### config.mk
export PLATFORM = sky130hd
export DESIGN_NAME = reg_data_reader
export DESIGN_NICKNAME = d
export VERILOG_FILES = /design/src/rtl/reg_data_reader_pkg.sv /design/src/rtl/reg_data_reader_fwd_sel.sv /design/src/rtl/reg_data_reader.sv
export SDC_FILE = /design/constraint.sdc
export NUM_CORES = 1
export LEC_CHECK = 0
export BUFFER_PORTS_ARGS = -buffer_cell sky130_fd_sc_hd__buf_2
export CAP_MARGIN = 10
export CORE_MARGIN = 4
export CORE_UTILIZATION = 38
export DETAILED_ROUTE_END_ITERATION = 7
export HOLD_SLACK_MARGIN = 0.15
export PLACE_DENSITY_LB_ADDON = 0.05
export SLEW_MARGIN = 20
export SYNTH_ARGS = -nofsm -noshare
export SYNTH_HDL_FRONTEND = slang
export SYNTH_SLANG_ARGS = --single-unit
### constraint.sdc
create_clock -name CLK -period 1.9 [get_ports CLK]
set_clock_uncertainty 0.15 [all_clocks]
set_input_delay 0.19 -clock CLK [delete_from_list [all_inputs] [get_ports CLK]]
set_output_delay 0.19 -clock CLK [all_outputs]
set_load 0.03 [all_outputs]
### src/rtl/reg_data_reader_pkg.sv
// ---------------------------------------------------------------------------
// reg_data_reader_pkg
//
// Shared definitions for the register-file read side:
//   - WIDTH_DEFAULT : default register / operand data width
//   - state_e       : read sequencer state encoding (2-bit)
//   - is_busy()     : helper decoding the Busy condition from a state
// ---------------------------------------------------------------------------
package reg_data_reader_pkg;

  localparam int WIDTH_DEFAULT = 16;

  typedef enum logic [1:0] {
    ST_IDLE  = 2'd0,
    ST_RD_RD = 2'd1,
    ST_RD_RS = 2'd2,
    ST_DONE  = 2'd3
  } state_e;

  function automatic logic is_busy(input state_e st);
    return (st != ST_IDLE);
  endfunction

endpackage : reg_data_reader_pkg

### src/rtl/reg_data_reader_fwd_sel.sv
// ---------------------------------------------------------------------------
// reg_fwd_sel
//
// Combinational one-bit-address register select with write forwarding.
// Returns the selected register value, overridden by a snooped write that
// targets the same address. The Rd-side write (port 1) has priority over the
// Rs-side write (port 2) when both target the address.
//
// Parameters:
//   WIDTH  : data width
//   FWD_EN : 1 = apply forwarding, 0 = plain register value
//
// Ports:
//   addr            in   register address being read
//   reg0, reg1      in   current register contents
//   wr_in1, wr_in2  in   snooped Rd / Rs write data
//   wr_a1, wr_a2    in   snooped Rd / Rs write address
//   wr_en1, wr_en2  in   snooped Rd / Rs write enables
//   data            out  selected (possibly forwarded) value
//   hit             out  a snooped write targets addr (always 0 if !FWD_EN)
// ---------------------------------------------------------------------------
module reg_fwd_sel #(
  parameter int WIDTH  = 16,
  parameter bit FWD_EN = 1'b1
) (
  input  logic             addr,
  input  logic [WIDTH-1:0] reg0,
  input  logic [WIDTH-1:0] reg1,
  input  logic [WIDTH-1:0] wr_in1,
  input  logic [WIDTH-1:0] wr_in2,
  input  logic             wr_a1,
  input  logic             wr_a2,
  input  logic             wr_en1,
  input  logic             wr_en2,
  output logic [WIDTH-1:0] data,
  output logic             hit
);

  logic hit1;
  logic hit2;

  always_comb begin
    // NOTE: every output of a combinational block gets a default first so no
    // path leaves it unassigned and no latch is inferred.
    data = addr ? reg1 : reg0;
    hit  = 1'b0;
    hit1 = FWD_EN && wr_en1 && (wr_a1 == addr);
    hit2 = FWD_EN && wr_en2 && (wr_a2 == addr);
    if (hit1) begin
      data = wr_in1;
      hit  = 1'b1;
    end else if (hit2) begin
      data = wr_in2;
      hit  = 1'b1;
    end
  end

endmodule : reg_fwd_sel

### src/rtl/reg_data_reader.sv
// ---------------------------------------------------------------------------
// reg_data_reader
//
// Read side of the two-register file. A request captures an Rd address and
// an Rs address; the operands are read one per cycle through one shared read
// mux and held on Out1/Out2 under a Valid/Ack handshake. Snooped writes are
// forwarded into the capture registers so a read never returns data older
// than a same-cycle write.
//
// Sequence: IDLE -> RD_RD -> [RD_RS] -> DONE -> IDLE
//   RD_RS is skipped when both addresses are equal (Out2 copies Out1).
//
// Compile-time option:
//   REG_READER_FWD_EN  defined   : forwarding in RD_RD/RD_RS, and snooped
//                                  writes keep Out1/Out2 coherent in DONE
//                      undefined : plain register reads, outputs frozen
//                                  in DONE
//
// Ports:
//   CLK            in   system clock, rising edge
//   nRST           in   asynchronous active-low reset
//   Reg0, Reg1     in   register contents
//   WrIn1, WrIn2   in   snooped Rd / Rs write data
//   WrA1, WrA2     in   snooped Rd / Rs write address
//   WrEn1, WrEn2   in   snooped Rd / Rs write enables
//   Req            in   read request (sampled only in IDLE)
//   A1, A2         in   Rd / Rs read addresses, captured with Req
//   Ack            in   consumer accepts Out1/Out2 (sampled only in DONE)
//   Out1, Out2     out  registered Rd / Rs operands
//   Valid          out  Out1/Out2 hold a complete result
//   Busy           out  request in progress
// ---------------------------------------------------------------------------
module reg_data_reader
  import reg_data_reader_pkg::*;
#(
  parameter int WIDTH = WIDTH_DEFAULT
) (
  input  logic             CLK,
  input  logic             nRST,
  input  logic [WIDTH-1:0] Reg0,
  input  logic [WIDTH-1:0] Reg1,
  input  logic [WIDTH-1:0] WrIn1,
  input  logic [WIDTH-1:0] WrIn2,
  input  logic             WrA1,
  input  logic             WrA2,
  input  logic             WrEn1,
  input  logic             WrEn2,
  input  logic             Req,
  input  logic             A1,
  input  logic             A2,
  input  logic             Ack,
  output logic [WIDTH-1:0] Out1,
  output logic [WIDTH-1:0] Out2,
  output logic             Valid,
  output logic             Busy
);

`ifdef REG_READER_FWD_EN
  localparam bit FwdEn = 1'b1;
`else
  localparam bit FwdEn = 1'b0;
`endif

  state_e           state_q, state_d;
  logic             addr1_q, addr1_d;
  logic             addr2_q, addr2_d;
  logic [WIDTH-1:0] out1_q,  out1_d;
  logic [WIDTH-1:0] out2_q,  out2_d;

  // Shared read mux: Rd address in RD_RD, Rs address in RD_RS.
  logic             mux_addr;
  logic [WIDTH-1:0] mux_data;
  logic             unused_mux_hit;

  assign mux_addr = (state_q == ST_RD_RS) ? addr2_q : addr1_q;

  reg_fwd_sel #(
    .WIDTH  (WIDTH),
    .FWD_EN (FwdEn)
  ) u_read_mux (
    .addr   (mux_addr),
    .reg0   (Reg0),
    .reg1   (Reg1),
    .wr_in1 (WrIn1),
    .wr_in2 (WrIn2),
    .wr_a1  (WrA1),
    .wr_a2  (WrA2),
    .wr_en1 (WrEn1),
    .wr_en2 (WrEn2),
    .data   (mux_data),
    .hit    (unused_mux_hit)
  );

`ifdef REG_READER_FWD_EN
  // Coherence path for held operands: only a snooped write that hits the
  // captured address may touch Out1/Out2 while in DONE.
  logic [WIDTH-1:0] upd1_data;
  logic [WIDTH-1:0] upd2_data;
  logic             upd1_hit;
  logic             upd2_hit;

  reg_fwd_sel #(
    .WIDTH  (WIDTH),
    .FWD_EN (1'b1)
  ) u_upd1 (
    .addr   (addr1_q),
    .reg0   (Reg0),
    .reg1   (Reg1),
    .wr_in1 (WrIn1),
    .wr_in2 (WrIn2),
    .wr_a1  (WrA1),
    .wr_a2  (WrA2),
    .wr_en1 (WrEn1),
    .wr_en2 (WrEn2),
    .data   (upd1_data),
    .hit    (upd1_hit)
  );

  reg_fwd_sel #(
    .WIDTH  (WIDTH),
    .FWD_EN (1'b1)
  ) u_upd2 (
    .addr   (addr2_q),
    .reg0   (Reg0),
    .reg1   (Reg1),
    .wr_in1 (WrIn1),
    .wr_in2 (WrIn2),
    .wr_a1  (WrA1),
    .wr_a2  (WrA2),
    .wr_en1 (WrEn1),
    .wr_en2 (WrEn2),
    .data   (upd2_data),
    .hit    (upd2_hit)
  );
`endif

  // Next-state and capture logic.
  always_comb begin
    state_d = state_q;
    addr1_d = addr1_q;
    addr2_d = addr2_q;
    out1_d  = out1_q;
    out2_d  = out2_q;

    unique case (state_q)
      ST_IDLE: begin
        if (Req) begin
          addr1_d = A1;
          addr2_d = A2;
          state_d = ST_RD_RD;
        end
      end

      ST_RD_RD: begin
        out1_d = mux_data;
        if (addr1_q == addr2_q) begin
          // Same register for both operands: one read serves both.
          out2_d  = mux_data;
          state_d = ST_DONE;
        end else begin
          state_d = ST_RD_RS;
        end
      end

      ST_RD_RS: begin
        out2_d  = mux_data;
        state_d = ST_DONE;
      end

      ST_DONE: begin
`ifdef REG_READER_FWD_EN
        if (upd1_hit) out1_d = upd1_data;
        if (upd2_hit) out2_d = upd2_data;
`endif
        if (Ack) state_d = ST_IDLE;
      end

      default: state_d = ST_IDLE;
    endcase
  end

  // NOTE: state registers use non-blocking assignments so every flop samples
  // the pre-edge values of the others, independent of statement order.
  // Every flop here is control or a small operand register, so all of them
  // are reset; a discarded partial result must read back as zero.
  always_ff @(posedge CLK or negedge nRST) begin
    if (!nRST) begin
      state_q <= ST_IDLE;
      addr1_q <= 1'b0;
      addr2_q <= 1'b0;
      out1_q  <= '0;
      out2_q  <= '0;
    end else begin
      state_q <= state_d;
      addr1_q <= addr1_d;
      addr2_q <= addr2_d;
      out1_q  <= out1_d;
      out2_q  <= out2_d;
    end
  end

  assign Out1  = out1_q;
  assign Out2  = out2_q;
  assign Valid = (state_q == ST_DONE);
  assign Busy  = is_busy(state_q);

endmodule : reg_data_reader

==> impl_metrics.toml, run 1 <==
[finish]
final_layout_size_suffix_gt1_frac = 0.565
fillerInstances = 361
finish.instance_area_um2 = 2730
area_growth_syn_to_layout_pct = 59.7
seqCellArea_um2 = 902
multi_input_comb_area_um2 = 855
antenna_cells_inserted = 0
nNetsFinal = 315

[detailed_routing]
met3RoutedLength_um = 248
met1_length_mm = 1.73
met2_wirelength_mm = 2.36
antenna_violating_nets_post_route = 0
avgViaCountPerCell = 4.69
routed_wire_length_per_instance_um = 15.3
detailroute.via_count = 1356
remaining_drc_errors = 0
routed.top_layer = "met4"
initialDrtViolationCount = 21
firstDrtPassIters = 4
wl_mm = 4.41

[clocking]
cts_root_buf = "sky130_fd_sc_hd__clkbuf_8"
tritoncts.num_buffers = 5
clk-insertion-delay-late_ns = 0.28
cts.sinks = 36
tritoncts = "done"
clkTransAtPathRegs_ns = 0.07
cts.path.max_buffers = 2
count_of_h_tree_levels_built_during_cts = 2

[synthesis]
ys_top_cells_by_area = "sky130_fd_sc_hd__dfrtp_1 53%, sky130_fd_sc_hd__mux2_2 18%, sky130_fd_sc_hd__mux2_4 12%"
async_reset_ff_frac = 1.00
synth_top_cell_by_area = "sky130_fd_sc_hd__dfrtp_1"
synth-seq-area-share = 0.527
post_synth_instance_area_um2 = 1710
synth-seq-cells = 36
synth_cells = 117
synthFlopType = "sky130_fd_sc_hd__dfrtp_1"
synth.avg_cell_area_um2 = 14.6
synth.lib_cells_used.distinct = 19
count_of_flip_flops_with_a_built_in_enable_after_synthesis = 0
yosysWarningCount = 0
synth_largest_type_area_fraction = 0.527
yosysMostFrequentCell = "sky130_fd_sc_hd__dfrtp_1"
synth_common_cells = "36 x sky130_fd_sc_hd__dfrtp_1, 28 x sky130_fd_sc_hd__mux2_2, 14 x sky130_fd_sc_hd__mux2_4"
mappedNetlistNets = 196

[power_and_ir_drop]
ir_drop_v = 0.000799
cellPowerDensity_nw_per_um2 = 1980
p_leak_nw = 1.38

[critical_path]
timing.critical_path.cells = "inv_2 > ha_4 > mux2i_4 > buf_6 > mux2_4 > mux2_4"
setup.worst_path.class = "flop to flop"
crit_slowest_cell = "sky130_fd_sc_hd__dfrtp_1"
worst-endpoint-required_ns = 1.91
critical_path.endpoint_type = "flop"
timing.rr.end = "Out1[0]"
start_kind = "flop"
critical-path-top-delay-family = "multiplexers"
timing.critical_path.mode_cell = "sky130_fd_sc_hd__mux2_4"
critical_path.max_stage_delay_ns = 0.40
critical_path.max_fanout = 7
worstPathBufferInverterCount = 2
r2r_slack_ns = -0.003
r2r_cells = 6
arrival_ns = 1.92
worst_r2r_startpoint = "state_q[0]"

[worst_hold_path]
hold_depth = 1
min_from = "Out2[1]"
hold_path_class = "flop to flop"
hold-path-endpoint = "Out2[1]"

[run]
timing.max_cap.violations = 0

[die]
die_area_um2 = 5630
initial_core_util = 0.393
fp.dieW_um = 75.1
std_cell_rows = 24
ioPinCount = 108
floorplan.die.height_um = 75.1
core_region_area_um2 = 4350

[placement]
finalWeightedCongestion = 0.666
buffers_on_ports = 71
place_ws_ns = -0.164
detailed_place.area_um2 = 2190
place_hpwl_mm = 2.82

[sta]
setup_tns_ns = -0.00277
setup_slack_ns = -0.00277
post-route-min-period_ns = 1.90
tightestPinTransition_ns = 0.805
setup_repair_after_global_routing_missed_its_margin = "yes"
finalCritPeriodShare = 1.00
hold-worst-slack_ns = 0.353
worst_slew_margin_rel = 0.463
hold_viol = 0
setup_violations_final = 1
max_freq_mhz = 526
drv_slew = 0

[outcome]
outcome = "complete, but fails checks"
violations = "setup timing"

[global_route]
grt_pass1_wl_mm = 6.97
antenna_violations_before_repair = 0
grt_util_all_layers = 0.164
first_global_vias = 1482
grt_start_max_net_pins = 37
grt_remaining_overflow = 0
## worst max path at each step
stage                to        from  depth (start not counted)
5_1_grt         Out2[7]  state_q[0]                          6
3_5_place_dp    Out2[2]  state_q[1]                          4
6_report        Out1[0]  state_q[0]                          6
2_1_floorplan  Out2[10]  state_q[0]                          6
3_3_place_gp    Out2[0]  state_q[1]                          4
4_1_cts         Out2[4]  state_q[0]                          6
## timing repair
action,in CTS,in global routing
gates cloned,0,0
endpoints found under the setup margin,27,26
gates resized for setup,7,11
hold endpoints to repair,71,0
pin swaps,0,0
hold buffers,37,0
buffers inserted,2,0
## power breakdown
group | internal (W) | switching (W)
Clock | 0.000255 | 0.000280
Sequential | 0.00119 | 0.000245
Combinational | 0.00165 | 0.00179
Total | 0.00309 | 0.00232
## layout make-up
class	count	area share
Clock inverter	3	0.00688
Multi-Input combinational cell	70	0.313
Inverter	7	0.00963
Tap cell	52	0.0238
Timing Repair Buffer	116	0.291
Sequential cell	36	0.331
Clock buffer	5	0.0252
## cell usage in the layout, fill, tap and decap left out, drive strengths merged
cell,n
a2111oi,1
a21oi,3
buf,79
clkbuf,5
clkinv,3
dfrtp,36
dlygate4sd3,37
ha,5
inv,7
mux2,42
mux2i,7
nand2,1
nor2,4
nor2b,2
nor4,1
o21ai,1
o21bai,1
o31ai,1
xnor2,1
## through the flow
step,std cells,total power [W],utilization
after floorplan,117,0.00381,-
after global placement,242,0.00451,0.503
after detailed placement,242,0.00462,0.503
after CTS,289,0.00535,0.618
after global routing,289,0.00574,0.627
final,289,0.00540,0.627
## registers in the layout, summed over array words and instances, names as in the netlist
signal,cells
addr2_q,1
Out2,16
addr1_q,1
Out1,16
state_q,2
## cells by family (layout without fill, tap and decap cells)
kind of cell | count (synthesis) | count (layout) | share of synthesized area
XOR/XNOR | 1 | 1 | 0.00513
AO/OA/AOI/OAI | 7 | 7 | 0.0256
AND/OR/NAND/NOR | 8 | 8 | 0.0220
buffers and inverters | 11 | 131 | 0.0329
adder cells (fa/ha/maj) | 5 | 5 | 0.0366
flip-flops | 36 | 36 | 0.527
multiplexers | 49 | 49 | 0.351
## layer usage
layer / track usage / vias up
met5: 0 / -
met4: 0.0494 / 0
met3: 0.0427 / 7
met2: 0.288 / 41
met1: 0.195 / 664
li1: - / 644
No activity file was read; power rests on OpenSTA's default activity.
==> run 2: changes to the inputs <==
- ABC_AREA: default -> 1
- CORE_UTILIZATION: 38 -> 39
- SKIP_LAST_GASP: default -> 1
==> impl_metrics.toml, run 2 <==
[sta]
drv_slew = 0
hold_viol = 0
worst_slew_margin_rel = 0.701
max_freq_mhz = 558
setup_tns_ns = 0
finalCritPeriodShare = 0.943
setup_repair_after_global_routing_missed_its_margin = "no"
post-route-min-period_ns = 1.79
setup_violations_final = 0
tightestPinTransition_ns = 0.448

[synthesis]
synth-seq-cells = 36
synth.lib_cells_used.distinct = 14
mappedNetlistNets = 308
synth_top_cell_by_area = "sky130_fd_sc_hd__dfrtp_1"
synth_cells = 229
count_of_flip_flops_with_a_built_in_enable_after_synthesis = 0
synth_common_cells = "110 x sky130_fd_sc_hd__nand2_1, 48 x sky130_fd_sc_hd__nand3_1, 36 x sky130_fd_sc_hd__dfrtp_1"
yosysWarningCount = 0
synthFlopType = "sky130_fd_sc_hd__dfrtp_1"
async_reset_ff_frac = 1.00
ys_top_cells_by_area = "sky130_fd_sc_hd__dfrtp_1 51%, sky130_fd_sc_hd__nand2_1 23%, sky130_fd_sc_hd__nand3_1 14%"
synth_largest_type_area_fraction = 0.508
synth.avg_cell_area_um2 = 7.74
post_synth_instance_area_um2 = 1770
synth-seq-area-share = 0.508
yosysMostFrequentCell = "sky130_fd_sc_hd__nand2_1"

[global_route]
first_global_vias = 1892
grt_pass1_wl_mm = 8.74
antenna_violations_before_repair = 0
grt_util_all_layers = 0.207
grt_start_max_net_pins = 37
grt_remaining_overflow = 0

[finish]
nNetsFinal = 427
most_common_library_cell_in_the_layout_ignoring_fill_and_taps = "sky130_fd_sc_hd__nand2_1"
final_layout_size_suffix_gt1_frac = 0.284
mostFrequentLayoutCells = "110 x sky130_fd_sc_hd__nand2_1, 71 x sky130_fd_sc_hd__buf_2, 48 x sky130_fd_sc_hd__nand3_1, 38 x sky130_fd_sc_hd__dlygate4sd3_1, 35 x sky130_fd_sc_hd__dfrtp_1"
area_growth_syn_to_layout_pct = 53.7
antenna_cells_inserted = 0
finish.instance_area_um2 = 2720

[worst_hold_path]
hold_path_class = "input port to flop"

[die]
initial_core_util = 0.404
fp.dieW_um = 75.4
ioPinCount = 108
floorplan.die.height_um = 75.4
die_area_um2 = 5690
std_cell_rows = 24
core_region_area_um2 = 4380

[power_and_ir_drop]
cellPowerDensity_nw_per_um2 = 1870
internal_power_w = 0.00254
share_seq_of_total_power = 0.272
p_leak_nw = 1.56
ir_drop_v = 0.000835
power.switching_w = 0.00256
sw_frac_of_total = 0.501
clock_network_fraction_of_total_power = 0.128
power.share.combinational = 0.601

[placement]
detailed_place.area_um2 = 2230
buffers_on_ports = 71
place_hpwl_mm = 3.54
finalWeightedCongestion = 0.810

[clocking]
cts_root_buf = "sky130_fd_sc_hd__clkbuf_8"
clkTransAtPathRegs_ns = 0.07
clk-insertion-delay-late_ns = 0.28
cts.sinks = 36
tritoncts = "done"
postCtsSetupBuffers = 0
count_of_h_tree_levels_built_during_cts = 2
tritoncts.num_buffers = 5
cts.path.max_buffers = 2

[detailed_routing]
initialDrtViolationCount = 93
avgViaCountPerCell = 4.71
remaining_drc_errors = 0
detailroute.via_count = 1887
antenna_violating_nets_post_route = 0
routed_wire_length_per_instance_um = 13.4
firstDrtPassIters = 4
wl_mm = 5.38

[critical_path]
start_kind = "flop"
setup.worst_path.class = "flop to flop"
arrival_ns = 1.81
worst-endpoint-required_ns = 1.92
critical_path.max_fanout = 5
critical_path.endpoint_type = "flop"

[outcome]
outcome = "complete, no violations"

[run]
timing.max_cap.violations = 0
run 2: critical path: stages (launching register included):
cell and delay (ns):
sky130_fd_sc_hd__dfrtp_2 0.44, sky130_fd_sc_hd__inv_2 0.08, sky130_fd_sc_hd__ha_2 0.19, sky130_fd_sc_hd__nand2_1 0.11
sky130_fd_sc_hd__nor2_1 0.11, sky130_fd_sc_hd__dlygate4sd3_1 0.56, sky130_fd_sc_hd__a21oi_1 0.04
run 2: metal layers:
layer / vias to the layer above / share of wire / track usage
li1: 970 / - / -
met1: 847 / 0.44 / 0.255
met2: 60 / 0.47 / 0.350
met3: 10 / 0.069 / 0.0528
met4: 0 / 0.018 / 0.0738
met5: - / 0 / 0
run 2: repair_timing:
item	CTS	global route
resized for setup	0	5
hold buffers	38	0
endpoints found under the setup margin	0	16
hold endpoints to repair	69	0
run 2: area by class of cell:
type	instances	area (um^2)
Multi-Input combinational cell	173	777
Sequential cell	36	902
Clock inverter	2	35.0
Tap cell	52	65.1
Timing Repair Buffer	122	833
Inverter	10	37.5
Clock buffer	6	72.6
Fill cell	397	1660
run 2: logic make-up after synthesis:
kind of cell	Yosys count	share of synthesized area
simple gates	164	0.388
flops	36	0.508
buf+inv	20	0.0572
fa+ha+maj	5	0.0353
compound gates	4	0.0113
run 2: power by group through the flow:
stage               Clock, W  Sequential (W)  Combinational [W]
floorplan                  0         0.00202            0.00147
global placement           0         0.00138            0.00297
detailed placement         0         0.00138            0.00300
CTS                 0.000681         0.00137            0.00307
global route        0.000715         0.00142            0.00342
finish              0.000652         0.00138            0.00306
run 2: stage by stage:
step | worst slack (ns) | instances | total power (W) | util | hold WS, ns
CTS | 0.0706 | 401 | 0.00512 | 0.619 | 0.151
detailed placement | 0.106 | 355 | 0.00438 | 0.508 | 0.110
global route | 0.0292 | 401 | 0.00556 | 0.621 | 0.216
finish | 0.108 | 401 | 0.00510 | 0.621 | 0.166
floorplan | 0.334 | 229 | 0.00349 | - | -0.256
global placement | 0.143 | 355 | 0.00435 | 0.508 | 0.115
run 2: path summary, 6_finish.rpt:
check | to | cells past startpoint | from | slack [ns]
worst max-delay path | addr1_q | 6 | state_q[0] | 0.11
worst min-delay path | state_q[1] | 6 | Ack | 0.17
worst max register to register | addr1_q | 6 | state_q[0] | 0.11
worst min register to register | Out1[10] | 2 | Out1[10] | 0.33
max in group asynchronous | state_q[0] | 3 | nRST | 0.95
min in group asynchronous | Out2[8] | 3 | nRST | 0.31
==> run 3: changes to the inputs <==
- BUFFER_PORTS_ARGS: -buffer_cell sky130_fd_sc_hd__buf_2 -> default
- CORE_UTILIZATION: 39 -> 40
- DONT_BUFFER_PORTS: default -> 1
==> impl_metrics.toml, run 3 (synthesized netlist as in run 2, its figures left out) <==
[die]
ioPinCount = 108
floorplan.die.height_um = 74.6
core_region_area_um2 = 4140
std_cell_rows = 23
fp.dieW_um = 74.6
die_area_um2 = 5560
initial_core_util = 0.428

[power_and_ir_drop]
power.share.combinational = 0.427
power.switching_w = 0.00246
p_leak_nw = 1.27
sw_frac_of_total = 0.528
ir_drop_v = 0.000742
share_seq_of_total_power = 0.451
cellPowerDensity_nw_per_um2 = 1970
power_w = 0.00467
clock_network_fraction_of_total_power = 0.122
internal_power_w = 0.00220

[run]
timing.max_cap.violations = 0

[placement]
buffers_on_ports = 0
detailed_place.area_um2 = 1850
place_ws_ns = 0.149
place_hpwl_mm = 3.53
finalWeightedCongestion = 0.831

[worst_hold_path]
hold_path_class = "input port to asynchronous set/reset pin"

[global_route]
grt_pass1_wl_mm = 7.73
grt_start_max_net_pins = 37
grt_remaining_overflow = 0
grt_util_all_layers = 0.189
antenna_violations_before_repair = 0
first_global_vias = 1724

[critical_path]
critical_path.max_fanout = 5
critical_path.endpoint_type = "flop"
setup.worst_path.class = "flop to flop"
worst-endpoint-required_ns = 1.92
start_kind = "flop"
arrival_ns = 1.83

[clocking]
tritoncts = "done"
postCtsSetupBuffers = 0
cts_root_buf = "sky130_fd_sc_hd__clkbuf_8"
count_of_h_tree_levels_built_during_cts = 2
tritoncts.num_buffers = 5
clk-insertion-delay-late_ns = 0.28
cts.sinks = 36
cts.path.max_buffers = 2
clkTransAtPathRegs_ns = 0.07

[detailed_routing]
avgViaCountPerCell = 5.14
antenna_violating_nets_post_route = 0
initialDrtViolationCount = 69
routed_wire_length_per_instance_um = 15.4
wl_mm = 5.03
remaining_drc_errors = 0
firstDrtPassIters = 4
detailroute.via_count = 1681

[sta]
worst_slew_margin_rel = 0.773
post-route-min-period_ns = 1.81
max_freq_mhz = 553
setup_repair_after_global_routing_missed_its_margin = "no"
setup_tns_ns = 0
setup_violations_final = 0
finalCritPeriodShare = 0.952
hold_viol = 0
tightestPinTransition_ns = 0.341
setup_slack_ns = 0.0904
drv_slew = 0

[finish]
mostFrequentLayoutCells = "110 x sky130_fd_sc_hd__nand2_1, 48 x sky130_fd_sc_hd__nand3_1, 39 x sky130_fd_sc_hd__dlygate4sd3_1, 35 x sky130_fd_sc_hd__dfrtp_1, 10 x sky130_fd_sc_hd__buf_4"
fillerInstances = 378
area_growth_syn_to_layout_pct = 33.5
most_common_library_cell_in_the_layout_ignoring_fill_and_taps = "sky130_fd_sc_hd__nand2_1"
nNetsFinal = 356
finish.instance_area_um2 = 2360
antenna_cells_inserted = 0
final_layout_size_suffix_gt1_frac = 0.0866

[outcome]
outcome = "complete, no violations"
## run 3: cell types whose count changed in the layout (fill, tap and decap cells not counted), sizes merged
cell,before,now
buf,84,12
bufinv,1,0
clkbuf,6,7
clkinv,1,0
dlygate4sd3,38,39
## run 3: what timing repair did
action                                  CTS  global route
gates resized for setup                   0             2
endpoints found under the hold margin    72             0
hold buffers                             40             0
endpoints found under the setup margin    0            23
## run 3: critical path, cell delays in order (launching register included)
cell                            delay [ns]
sky130_fd_sc_hd__dfrtp_1              0.40
sky130_fd_sc_hd__inv_1                0.15
sky130_fd_sc_hd__ha_1                 0.21
sky130_fd_sc_hd__nand2_1              0.11
sky130_fd_sc_hd__nor2_1               0.10
sky130_fd_sc_hd__dlygate4sd3_1        0.54
sky130_fd_sc_hd__a21oi_1              0.04
## run 3: worst paths after layout
check / from / endpoint / cells past startpoint / slack [ns]
max: state_q[1] / addr1_q / 6 / 0.09
min: nRST / Out2[8] / 2 / 0.20
max reg2reg: state_q[1] / addr1_q / 6 / 0.09
min reg2reg: state_q[0] / state_q[0] / 2 / 0.39
max in group asynchronous: nRST / state_q[0] / 2 / 1.20
min in group CLK: state_q[0] / state_q[0] / 2 / 0.39
## run 3: layer usage
metal / vias to the layer above / global-route usage / share of wire
met5: - / 0 / 0
met1: 775 / 0.197 / 0.39
met3: 9 / 0.0622 / 0.089
met4: 0 / 0.103 / 0.020
met2: 72 / 0.334 / 0.50
li1: 825 / - / -
## run 3: cell type report
type                    count  area [um^2]  share of cell area
well taps                  50         62.6              0.0265
flip-flops and latches     36          902               0.381
inverters                  10         37.5              0.0159
multi-input cells         173          769               0.325
clock buffers               7         96.3              0.0407
repair buffers             51          497               0.210
## run 3: per-stage QoR
step                      std cells   util  hold slack, ns
after floorplan                 229      -          -0.256
after global placement          280  0.447          -0.255
after detailed placement        280  0.447          -0.255
after CTS                       327  0.569           0.198
after global routing            327  0.571           0.212
final                           327  0.571           0.198
## run 3: power by group through the flow
| stage | registers [W] | clock network [W] | logic, W |
|---|---|---|---|
| floorplan | 0.00202 | 0 | 0.00147 |
| global placement | 0.00211 | 0 | 0.00185 |
| detailed placement | 0.00213 | 0 | 0.00191 |
| CTS | 0.00211 | 0.000592 | 0.00201 |
| global route | 0.00215 | 0.000623 | 0.00228 |
| finish | 0.00210 | 0.000571 | 0.00199 |
